### src/rtl/bridge_router.sv
// rtl/bridge_router.sv - pipelined address router fanning the bridge bus out to leaf ports
// Registered decode, fixed-latency read return, per-leaf swap/strip, unmapped and overlap diagnostics.
module bridge_router #(
  parameter int                           NUM_LEAVES    = 6,
  parameter int                           ADDR_W        = 32,
  parameter int                           DATA_W        = 32,
  parameter logic [NUM_LEAVES*ADDR_W-1:0] ADDR_FROM     = '0,
  parameter logic [NUM_LEAVES*ADDR_W-1:0] ADDR_TO       = '0,
  parameter logic [NUM_LEAVES-1:0]        SWAP_MASK     = '0,
  parameter logic [NUM_LEAVES-1:0]        STRIP_MASK    = '0,
  parameter int                           RD_LATENCY    = 1,
  parameter logic [DATA_W-1:0]            UNMAPPED_DATA = DATA_W'(32'hDEADBEEF)
) (
  input  logic                         clk_74a,
  input  logic                         reset_n,
  input  logic [ADDR_W-1:0]            in_addr,
  input  logic                         in_wr,
  input  logic [DATA_W-1:0]            in_wr_data,
  input  logic                         in_rd,
  output logic [DATA_W-1:0]            in_rd_data,
  output logic                         in_rd_valid,
  output logic [ADDR_W-1:0]            leaf_addr,
  output logic [NUM_LEAVES-1:0]        leaf_wr,
  output logic [DATA_W-1:0]            leaf_wr_data,
  output logic [NUM_LEAVES-1:0]        leaf_rd,
  input  logic [NUM_LEAVES*DATA_W-1:0] leaf_rd_data,
  output logic [15:0]                  unmapped_count,
  output logic                         overlap_err
);

  localparam int IDX_W  = (NUM_LEAVES > 1) ? $clog2(NUM_LEAVES) : 1;
  localparam int NBYTES = DATA_W / 8;

  function automatic logic [DATA_W-1:0] byte_swap(input logic [DATA_W-1:0] d);
    logic [DATA_W-1:0] r;
    r = '0;
    for (int k = 0; k < NBYTES; k++) begin
      r[8*k +: 8] = d[8*(NBYTES-1-k) +: 8];
    end
    return r;
  endfunction

  logic [NUM_LEAVES-1:0] w_hit;
  logic [NUM_LEAVES-1:0] w_onehot;
  logic [IDX_W-1:0]      w_sel;
  logic [ADDR_W-1:0]     w_base;
  logic                  w_swap;
  logic                  w_strip;
  logic                  w_any;
  logic                  w_multi;
  logic                  w_is_rd;

  always_comb begin
    w_hit   = '0;
    w_sel   = '0;
    w_base  = '0;
    w_swap  = 1'b0;
    w_strip = 1'b0;
    for (int i = 0; i < NUM_LEAVES; i++) begin
      w_hit[i] = (in_addr >= ADDR_FROM[i*ADDR_W +: ADDR_W]) &&
                 (in_addr <= ADDR_TO[i*ADDR_W +: ADDR_W]);
    end
    // Walk downwards so the lowest matching index is the one left standing.
    for (int i = NUM_LEAVES - 1; i >= 0; i--) begin
      if (w_hit[i]) begin
        w_sel   = IDX_W'(i);
        w_base  = ADDR_FROM[i*ADDR_W +: ADDR_W];
        w_swap  = SWAP_MASK[i];
        w_strip = STRIP_MASK[i];
      end
    end
  end

  assign w_any    = |w_hit;
  assign w_onehot = w_hit & (~w_hit + NUM_LEAVES'(1));
  assign w_multi  = (w_hit & (w_hit - NUM_LEAVES'(1))) != '0;
  assign w_is_rd  = in_rd & ~in_wr;

  logic [NUM_LEAVES-1:0] r_leaf_wr;
  logic [NUM_LEAVES-1:0] r_leaf_rd;
  logic [ADDR_W-1:0]     r_leaf_addr;
  logic [DATA_W-1:0]     r_leaf_wr_data;
  logic [15:0]           r_unmapped_count;
  logic                  r_overlap_err;

  always_ff @(posedge clk_74a) begin
    if (!reset_n) begin
      r_leaf_wr        <= '0;
      r_leaf_rd        <= '0;
      r_leaf_addr      <= '0;
      r_leaf_wr_data   <= '0;
      r_unmapped_count <= '0;
      r_overlap_err    <= 1'b0;
    end else begin
      r_leaf_wr <= '0;
      r_leaf_rd <= '0;
      if (in_wr || in_rd) begin
        if (w_multi) begin
          r_overlap_err <= 1'b1;
        end
        if (w_any) begin
          r_leaf_addr <= w_strip ? (in_addr - w_base) : in_addr;
          if (in_wr) begin
            r_leaf_wr      <= w_onehot;
            r_leaf_wr_data <= w_swap ? byte_swap(in_wr_data) : in_wr_data;
          end else begin
            r_leaf_rd <= w_onehot;
          end
        end else if (r_unmapped_count != 16'hFFFF) begin
          r_unmapped_count <= r_unmapped_count + 16'd1;
        end
      end
    end
  end

  // Stage 0 lines up with the leaf_rd strobe; stage RD_LATENCY with valid leaf data.
  logic             r_tv   [0:RD_LATENCY];
  logic [IDX_W-1:0] r_tidx [0:RD_LATENCY];
  logic             r_tum  [0:RD_LATENCY];
  logic             r_tsw  [0:RD_LATENCY];

  always_ff @(posedge clk_74a) begin
    if (!reset_n) begin
      for (int j = 0; j <= RD_LATENCY; j++) begin
        r_tv[j]   <= 1'b0;
        r_tidx[j] <= '0;
        r_tum[j]  <= 1'b0;
        r_tsw[j]  <= 1'b0;
      end
    end else begin
      r_tv[0]   <= w_is_rd;
      r_tidx[0] <= w_sel;
      r_tum[0]  <= ~w_any;
      r_tsw[0]  <= w_swap & w_any;
      for (int j = 1; j <= RD_LATENCY; j++) begin
        r_tv[j]   <= r_tv[j-1];
        r_tidx[j] <= r_tidx[j-1];
        r_tum[j]  <= r_tum[j-1];
        r_tsw[j]  <= r_tsw[j-1];
      end
    end
  end

  logic [DATA_W-1:0] w_leaf_data;
  logic [DATA_W-1:0] w_ret_data;

  always_comb begin
    w_leaf_data = '0;
    for (int i = 0; i < NUM_LEAVES; i++) begin
      if (r_tidx[RD_LATENCY] == IDX_W'(i)) begin
        w_leaf_data = leaf_rd_data[i*DATA_W +: DATA_W];
      end
    end
    w_ret_data = r_tum[RD_LATENCY] ? UNMAPPED_DATA : w_leaf_data;
    if (r_tsw[RD_LATENCY]) begin
      w_ret_data = byte_swap(w_ret_data);
    end
  end

  logic [DATA_W-1:0] r_in_rd_data;
  logic              r_in_rd_valid;

  always_ff @(posedge clk_74a) begin
    if (!reset_n) begin
      r_in_rd_data  <= '0;
      r_in_rd_valid <= 1'b0;
    end else begin
      r_in_rd_valid <= r_tv[RD_LATENCY];
      if (r_tv[RD_LATENCY]) begin
        r_in_rd_data <= w_ret_data;
      end
    end
  end

  assign in_rd_data     = r_in_rd_data;
  assign in_rd_valid    = r_in_rd_valid;
  assign leaf_addr      = r_leaf_addr;
  assign leaf_wr        = r_leaf_wr;
  assign leaf_wr_data   = r_leaf_wr_data;
  assign leaf_rd        = r_leaf_rd;
  assign unmapped_count = r_unmapped_count;
  assign overlap_err    = r_overlap_err;

endmodule

### config.mk
export PLATFORM = sky130hd
export DESIGN_NAME = bridge_router
export DESIGN_NICKNAME = d
export VERILOG_FILES = /design/src/rtl/bridge_router.sv
export SDC_FILE = /design/constraint.sdc
export NUM_CORES = 1
export LEC_CHECK = 0
export ABC_AREA = 1
export ABC_CLOCK_PERIOD_IN_PS = 2100
export BUFFER_PORTS_ARGS = -buffer_cell sky130_fd_sc_hd__buf_2
export CAP_MARGIN = 25
export CORE_AREA = 3 3 148 150
export CTS_BUF_LIST = sky130_fd_sc_hd__clkbuf_4 sky130_fd_sc_hd__clkbuf_8
export CTS_CLUSTER_DIAMETER = 50
export DETAILED_ROUTE_END_ITERATION = 8
export DIE_AREA = 0 0 151 153
export GPL_TIMING_DRIVEN = 0
export PLACE_DENSITY_LB_ADDON = 0.15
export RECOVER_POWER = 50
export SETUP_SLACK_MARGIN = 0.05
export SYNTH_ARGS = -nofsm -noshare
export SYNTH_HDL_FRONTEND = slang
export SYNTH_SLANG_ARGS = --single-unit
export TNS_END_PERCENT = 10
### constraint.sdc
create_clock -name clk_74a -period 2.1 [get_ports clk_74a]
set_clock_uncertainty 0.15 [all_clocks]
set_input_delay 0.63 -clock clk_74a [delete_from_list [all_inputs] [get_ports clk_74a]]
set_output_delay 0.63 -clock clk_74a [all_outputs]
set_load 0.005 [all_outputs]
Yosys cells after proc, flatten, opt, wreduce, memory -nomap -nowiden. Memory sizes are Yosys's and may differ from the RTL's. Cells that the tools add are included.

Order comparisons: 2. Reductions and logical operators: 10. $mul: 0. Bitwise logic cells: 16. Equal/unequal tests: 6. Div/mod/pow operators: 0. Shift operators: 0. Muxes and demuxes: 18. Add/sub/neg operators: 3.

Operators with widths (number): 32-bit two-way mux (8); 32-bit by 1-bit greater-or-equal comparator with 1-bit output, second input constant (1); 32-bit by 1-bit <= comparator with 1-bit output, second input constant (1); 16-bit by 1-bit adder with 16-bit output, second input constant (1); 16-bit != test, second input constant (1); 6-bit bitwise AND (2); 1-bit two-way mux (8); 1-bit OR (8); 6-bit by 1-bit adder with 6-bit output, second input constant (1); 3-bit by 2-bit == test with 1-bit output, second input constant (2); 3-bit == test, second input constant (2); 3-bit two-way mux (2); 6-bit inverter (1); 3-bit AND reduction (2); 6-bit nonzero test (1); 1-bit inverter (4); 2-bit AND reduction (2); 4-bit AND reduction (1); 4-bit OR reduction (1); 3-bit by 1-bit == test with 1-bit output, second input constant (1); 3-bit zero test (1); 1-bit by 2-bit subtractor with 3-bit output, second input constant (1); 1-bit bitwise AND (1); 1-bit logical AND (1); 1-bit logical OR (1).

Logic and storage cells: 67. Input bits: 260. Memories kept: 4. Latch bits: 0. Bits in read-only memories: 0. Output and inout bits: 126. Memory bits (writable): 12. Bits in registers: 126.

Memories: r_tidx (words 2, bits a word 3, read ports 2, clocked after Yosys merged registers in 0, wr ports 2, RTL line 118) `logic [IDX_W-1:0] r_tidx [0:RD_LATENCY];`; r_tsw (words 2, bits a word 1, read ports 2, clocked after Yosys merged registers in 0, wr ports 2, RTL line 120) `logic r_tsw [0:RD_LATENCY];`; r_tum (words 2, bits a word 1, read ports 2, clocked after Yosys merged registers in 0, wr ports 2, RTL line 119) `logic r_tum [0:RD_LATENCY];`; r_tv (words 2, bits a word 1, read ports 2, clocked after Yosys merged registers in 0, wr ports 2, RTL line 117) `logic r_tv [0:RD_LATENCY];`.

Logic depth before layout (Yosys ltp). Gate-level depths: netlist (run 1). An unclocked memory read counts as a cell.

Word-level depth: 10. Depth in mapped cells: 11. Gate-level depth less buffers: 10.

Worst setup path after synthesis (run 1). OpenSTA, ideal clock, no wires.

Path kind: input to register. From: in in_addr[22]. To: reg r_unmapped_count[11], in the netlist unmapped_count[11]. Path slack: 0.302 ns. Path buffers: 1. Required time: 1.836 ns. Arrival: 1.535 ns. Stages on the path: 11. Library setup time: 0.114 ns. Path through: nor2_1 nand2_1 inv_1 nand2_1 nor2_1 nand2_1 nand2_4 buf_8 nand2_1 nand2_1 nor2_2.

Word-level cells in the longest chain between the ends: 4. Elaborated cells on any way between the ends: 5. Classes of those cells: order compare: 2; bitwise: 1; reduce/logical: 2.

RTL lines: start: declaration (RTL line 16) `input logic [ADDR_W-1:0] in_addr,`; 32-bit by 1-bit greater-or-equal comparator with 1-bit output or 32-bit by 1-bit <= comparator with 1-bit output (tied branches) (RTL line 60, 61); 1-bit logical AND * (RTL line 60) `w_hit[i] = (in_addr >= ADDR_FROM[i*ADDR_W +: ADDR_W]) &&`; 1-bit inverter (no source line) *; 3-bit AND reduction (no source line) *; end signal: assignment (RTL line 110) `r_unmapped_count <= r_unmapped_count + 16'd1;`; end: declaration (RTL line 83) `logic [15:0] r_unmapped_count;`.

Mark *: on every way between the ends. The rest lies on a longest branch, timed or not. A chain may end at the register's enable or synchronous reset.

==> results.json, run 1 <==
{
  "status": "finished clean",
  "ys_warn_count": 0,
  "grt_pass1_wl_um": 24700,
  "start_util_pct": 23.8,
  "fp.dieW_um": 151,
  "drt-pass1-iter-count": 4,
  "dieArea_um2": 23100,
  "route.met2.wl_um": 6500,
  "layout.cell_area.non_filler_um2": 6740,
  "rrSetupSlack_ns": 0.18,
  "pwr-share-comb_pct": 8.4,
  "syn_area_um2": 4960,
  "tns_ns": 0,
  "synth_cells": 644,
  "syn-mean-instance-area_um2": 7.70,
  "cts_tree": "done",
  "vias": 4845,
  "post-route-drc-count": 0,
  "p_switching_mw": 1.44,
  "clk_pin_slew_ns": 0.08,
  "finalCritPeriodShare_pct": 91.5,
  "fillers": 2351,
  "finalNetCount": 1149,
  "grt-ovfl-total": 0,
  "dp_hpwl_um": 11600,
  "final_antenna_net_count": 0,
  "highest_layer": "met5",
  "yosysUniqueCellTypes": 28,
  "portBuffers": 214,
  "grt_max_degree": 17,
  "m1WireLength_um": 7550,
  "fmax_mhz": 520,
  "total_power_mw": 4.83,
  "hold_path_depth": 2,
  "worstPathArrival_ns": 2.10,
  "fp-row-count": 53,
  "ir_worst_vdd_mv": 0.324,
  "cts_num_sinks": 120,
  "h-tree-depth": 4,
  "ff2ff_path_depth": 6,
  "wirelength_um": 15700,
  "synthArstFlopShare_pct": 0,
  "clockRootBuffer": "clkbuf_8",
  "fin_crit_ns": 1.92,
  "pin_count": 386,
  "core_um2": 20800,
  "synth_edf_count": 0,
  "antenna_found_initial": 3,
  "slew_violations": 0,
  "crit_fanout": 10,
  "cts_max_path_buffers": 2,
  "slew_headroom_pct": 57.6,
  "p_leak_nw": 3.05,
  "required_ns": 2.28,
  "p_int_mw": 3.39,
  "wl_per_cell_um": 13.3,
  "cts_buffers": 17,
  "synth_ff_type": "dfxtp_1",
  "hold_ws_ns": 0.267,
  "clk_latency_ns": 0.45,
  "power_frac_seq_pct": 48.9,
  "dp_cells": 1142,
  "switching_share_pct": 29.8,
  "pwr_density_cell_nw_per_um2": 717,
  "placed_area_um2": 6410,
  "area_growth_pct": 35.9,
  "globalplace.congestion": 0.749,
  "startpoint_type": "flip-flop",
  "critPathCaptureType": "flip-flop",
  "instances_no_fill": 1178,
  "hold_class": "flip-flop to flip-flop",
  "drt_iter0_markers": 189,
  "viasPerCell": 4.11,
  "hold_viol": 0,
  "grt_use_total_pct": 13.4,
  "synth_seq_area_share_pct": 48.5,
  "drive_gt1_share_pct": 28.2,
  "worstSetupPathType": "flip-flop to flip-flop",
  "grt_pass1_vias": 4722,
  "dr_wl_met3_um": 1380,
  "die_h_um": 153,
  "clockPowerShare_pct": 42.7,
  "tightestPinTransition_ns": 0.636,
  "maxCapViolCount": 0,
  "rsz0062_at_grt": "true",
  "ys_seq_elements": 120,
  "setup_viol": 0
}
## power by group through the flow
| stage | combinational, mW | sequential, mW | clock [mW] |
|---|---|---|---|
| 5_1_grt | 0.474 | 2.37 | 2.25 |
| 4_1_cts | 0.416 | 2.36 | 2.17 |
| 6_report | 0.408 | 2.36 | 2.06 |
| 2_1_floorplan | 0.221 | 2.41 | 0 |
| 3_5_place_dp | 0.415 | 2.42 | 0 |
| 3_3_place_gp | 0.415 | 2.42 | 0 |
## layout by cell type (no fill, tap or decap), types with 20 or more instances in the layout
cell / instances
nand2_1: 155
nor2_1: 121
dfxtp_1: 119
buf_2: 159
a21oi_1: 41
nand3b_1: 32
nand3_1: 20
clkbuf_1: 80
o221a_2: 23
inv_1: 42
## critical path, cell delays in order, from the launching register on
cell	delay, ns
dfxtp_1	0.31
clkbuf_1	0.33
inv_2	0.19
nor2_4	0.25
inv_2	0.11
clkbuf_2	0.21
o221a_2	0.27
## layout make-up
| cell class | count | area, µm² | share of cell area [%] |
|---|---|---|---|
| Clock buffer | 17 | 234 | 3.47 |
| Timing Repair Buffer | 216 | 1010 | 15.0 |
| Buffer | 46 | 246 | 3.66 |
| Multi-Input combinational cell | 441 | 2170 | 32.2 |
| Tap cell | 275 | 344 | 5.11 |
| Antenna cell | 2 | 5.00 | 0.0743 |
| Sequential cell | 120 | 2400 | 35.7 |
| Inverter | 46 | 173 | 2.56 |
| Clock inverter | 15 | 153 | 2.27 |
## logic make-up after synthesis
group,Yosys count,synth area share [%]
and+or+nand+nor,355,31.7
DFF,120,48.5
buffers and inverters,92,8.48
AOI/OAI and AO/OA,68,9.84
xor gates and xnor gates,7,1.24
adders and majority gates,1,0.252
other,1,0.0756
## final timing paths
path / startpoint / to
worst max-delay path: r_tv[0][1] / in_rd_data[10]
worst min-delay path: r_tum[0][0] / r_tum[0][1]
worst max register to register: r_tv[0][1] / in_rd_data[10]
worst min register to register: r_tum[0][0] / r_tum[0][1]
## per-stage QoR
step                setup slack, ns  util, %
floorplan                     0.302        -
global placement             -0.265     30.8
detailed placement           -0.295     30.8
CTS                          0.0931     32.6
global route                 0.0376     32.4
finish                        0.178     32.4
## layer usage
layer | vias up | track usage [%]
li1 | 2535 | -
met5 | - | 0
met1 | 2123 | 18.1
met3 | 18 | 4.51
met4 | 2 | 4.58
met2 | 167 | 19.8
## timing repair
action,in CTS,in global routing
hold buffers,0,0
setup buffers,0,2
endpoints found under the setup margin,0,22
endpoints found under the hold margin,0,0
resized for setup,0,2
## registers in the layout, summed over array words and instances (netlist names)
signal,count
in_rd_data,32
r_tum,2
leaf_rd,1
unmapped_count,16
leaf_addr,32
r_tv,2
leaf_wr_data,32
in_rd_valid,1
overlap_err,1
leaf_wr,1
## Yosys cell counts (all sizes together) (3+ instances only)
cell type | count | area share (%)
o221a | 23 | 5.2
nand4 | 7 | 0.88
nand2 | 158 | 12
nor2 | 135 | 11
nand3b | 32 | 4.8
a21oi | 41 | 4.1
xor2 | 6 | 1.1
nand3 | 20 | 2.0
clkbuf | 18 | 1.4
buf | 28 | 3.6
inv | 45 | 3.4
o21ai | 3 | 0.30
dfxtp | 120 | 48
nor3 | 3 | 0.30
Note: power is estimated with default switching activity, not from simulation.
==> run 2: changes to the inputs <==
--- a/config.mk
+++ b/config.mk
@@ -5,15 +5,14 @@
 export SDC_FILE = /design/constraint.sdc
 export NUM_CORES = 1
 export LEC_CHECK = 0
-export ABC_AREA = 1
 export ABC_CLOCK_PERIOD_IN_PS = 2100
 export BUFFER_PORTS_ARGS = -buffer_cell sky130_fd_sc_hd__buf_2
 export CAP_MARGIN = 25
-export CORE_AREA = 3 3 148 150
+export CORE_AREA = 3 3 151 153
 export CTS_BUF_LIST = sky130_fd_sc_hd__clkbuf_4 sky130_fd_sc_hd__clkbuf_8
 export CTS_CLUSTER_DIAMETER = 50
 export DETAILED_ROUTE_END_ITERATION = 8
-export DIE_AREA = 0 0 151 153
+export DIE_AREA = 0 0 154 156
 export GPL_TIMING_DRIVEN = 0
 export PLACE_DENSITY_LB_ADDON = 0.15
 export RECOVER_POWER = 50
==> run 2 against run 1 <==
Sequential share of layout area grew 3.6 points; synthesized area decreased by 14%; routed wire length decreased by 16%; final cell count decreased by 18%; core utilization fell by 3.8 points; synthesized cell count is 35% lower; sequential power fell by 2%; setup slack lost 0.070 ns; hold slack gained 0.018 ns; final area is 8.0% lower; fmax decreased by 3.5%; critical endpoint is now unmapped_count[13]; largest cell class unchanged; highest routed layer is now met4.
==> results.json, run 2 <==
{
  "clockRootBuffer": "clkbuf_8",
  "finalNetCount": 931,
  "syn_area_um2": 4240,
  "clk_latency_ns": 0.42,
  "maxCapViolCount": 0,
  "instances_no_fill": 962,
  "post-route-drc-count": 0,
  "whs_endpoint": "r_tum[0][1]",
  "cts_tree": "done",
  "cts_num_sinks": 120,
  "ys_seq_elements": 120,
  "layout.cell_area.non_filler_um2": 6200,
  "critPathCaptureType": "flip-flop",
  "synth_top_area_share_pct": 56.6,
  "viasPerCell": 4.03,
  "p_int_mw": 3.52,
  "synth_commonest_cells": "dfxtp_1 (120), nor2_1 (70), and2_1 (37)",
  "startpoint_type": "flip-flop",
  "p_switching_mw": 1.11,
  "core_um2": 21700,
  "synthArstFlopShare_pct": 0,
  "path_cells": "ha_4, nand3_1, or4_4, o211ai_4, buf_4, or4_2, a21oi_2",
  "ys_warn_count": 0,
  "hold_ws_ns": 0.285,
  "total_power_mw": 4.64,
  "cp_top_family": "simple AND/OR/NAND/NOR gates",
  "fp.dieW_um": 154,
  "status": "finished clean",
  "hold_class": "flip-flop to flip-flop",
  "hold_buffers": 0,
  "dieArea_um2": 24000,
  "hold_path_depth": 1,
  "synth_edf_count": 0,
  "dp_hpwl_um": 10000,
  "final_cell_mix": "buf_2 (149), dfxtp_1 (105), clkbuf_1 (79)",
  "switching_share_pct": 24.0,
  "drive_gt1_share_pct": 36.1,
  "cts_max_path_buffers": 2,
  "slew_headroom_pct": 57.0,
  "min_from": "r_tum[0][0]",
  "syn-mean-instance-area_um2": 10.1,
  "num_antenna_cells": 0,
  "fmax_mhz": 502,
  "yosysUniqueCellTypes": 40,
  "grt-ovfl-total": 0,
  "pwr_density_cell_nw_per_um2": 748,
  "drt_iter0_markers": 116,
  "wirelength_um": 13200,
  "rrSetupSlack_ns": 0.11,
  "placed_area_um2": 5750,
  "vias": 3877,
  "pin_count": 386,
  "grt_pass1_wl_um": 20900,
  "synth_ff_type": "dfxtp_1",
  "synth_seq_area_share_pct": 56.6,
  "crit_fanout": 5,
  "clk_pin_slew_ns": 0.07,
  "ir_worst_vdd_mv": 0.345,
  "wl_per_cell_um": 13.7,
  "required_ns": 2.30,
  "slowest_delay_ns": 0.66,
  "slew_violations": 0,
  "synth_top_area_cell": "dfxtp_1",
  "finalCritPeriodShare_pct": 94.9,
  "fin_ws_ns": 0.108,
  "grt_max_degree": 17,
  "power_frac_seq_pct": 50.0,
  "reg2reg_from": "unmapped_count[1]",
  "hold_viol": 0,
  "mostFrequentLayoutCell": "buf_2",
  "antenna_found_initial": 0,
  "fin_crit_ns": 1.99,
  "grt_pass1_vias": 3928,
  "worstPathArrival_ns": 2.20,
  "tns_ns": 0,
  "cp_slowest_cell": "or4_2",
  "final_util_pct": 28.6,
  "synth_cells": 419,
  "tightestPinTransition_ns": 0.645,
  "worstSetupPathType": "flip-flop to flip-flop",
  "drt-pass1-iter-count": 4,
  "p_leak_nw": 2.58,
  "dp_cells": 923,
  "grt_use_total_pct": 10.9,
  "worstReg2RegEnd": "unmapped_count[13]",
  "post-place-ws_ns": -0.650,
  "final_antenna_net_count": 0,
  "globalplace.congestion": 0.779,
  "setup_viol": 0,
  "fp-row-count": 54,
  "clockPowerShare_pct": 43.4,
  "h-tree-depth": 4,
  "area_growth_pct": 46.1,
  "synth_area_leaders": "dfxtp_1 (57%), mux2i_1 (7.8%), nor2_1 (6.2%)",
  "ff2ff_path_depth": 7,
  "critical_path_buf_inv_count": 1,
  "rsz0062_at_grt": "true",
  "pwr-share-comb_pct": 6.5,
  "start_util_pct": 19.6,
  "cts_buffers": 17,
  "portBuffers": 215,
  "die_h_um": 156,
  "yosysMostFrequentCell": "dfxtp_1"
}
==> run 2: cell types whose count changed in the layout (fill, tap and decap cells not counted), moves of 10 or more <==
cell | previous run | this run
nor2_1 | 121 | 69
o221a_2 | 23 | 0
and2_1 | 0 | 37
nand3b_1 | 32 | 0
nand3_1 | 20 | 5
dfxtp_1 | 119 | 105
o22ai_1 | 0 | 24
nand2_1 | 155 | 5
buf_2 | 159 | 149
inv_1 | 42 | 3
mux2i_1 | 0 | 33
a21oi_1 | 41 | 18
==> run 2: kinds of logic after synthesis <==
kind of cell	after synthesis	synth area share [%]
AND/OR/NAND/NOR	163	20.5
flip-flops	120	56.6
AO/OA/AOI/OAI	62	9.08
buffers and inverters	37	5.25
multiplexers	33	7.79
XOR/XNOR	2	0.413
adder cells (fa/ha/maj)	1	0.295
other	1	0.0884
==> run 2: how the worst max path moves through the flow <==
stage / startpoint / endpoint / slack [ns] / cells after the start
2_1_floorplan: in_addr[19] / leaf_wr_data[0] / -0.10 / 6
3_3_place_gp: in_addr[3] / leaf_addr[23] / -0.62 / 7
3_5_place_dp: in_addr[11] / leaf_addr[22] / -0.65 / 7
4_1_cts: unmapped_count[8] / unmapped_count[1] / 0.04 / 7
5_1_grt: unmapped_count[0] / unmapped_count[1] / 0.01 / 8
6_report: unmapped_count[1] / unmapped_count[13] / 0.11 / 7
==> run 2: cell type report <==
cell class                      instances  area [µm²]
Timing Repair Buffer                  223        1070
Buffer                                 34         216
Clock buffer                           19         249
Fill cell                            2358       15500
Sequential cell                       120        2430
Inverter                                3        11.3
Multi-Input combinational cell        271        1740
Tap cell                              280         350
Clock inverter                         12         129
==> run 2: power by group through the flow <==
stage,Clock (mW),Combinational [mW],Sequential (mW)
detailed placement,0,0.284,2.38
CTS,2.12,0.308,2.32
global placement,0,0.282,2.38
finish,2.01,0.303,2.32
global route,2.21,0.337,2.32
floorplan,0,0.117,2.38
==> run 2: routing by layer <==
layer | routed length [µm] | global-route usage [%] | part of all wire, % | vias to the layer above
met4 | 130 | 2.82 | 0.98 | 0
met5 | 0 | 0 | 0 | -
met1 | 5880 | 13.6 | 44 | 1770
met3 | 1390 | 5.49 | 11 | 10
li1 | - | - | - | 1933
met2 | 5820 | 16.7 | 44 | 164
==> run 2: repair_timing <==
action / in CTS / in global routing
pin swaps: 5 / 5
endpoints found under the setup margin: 76 / 43
gates resized for setup: 18 / 17
setup buffers: 8 / 0
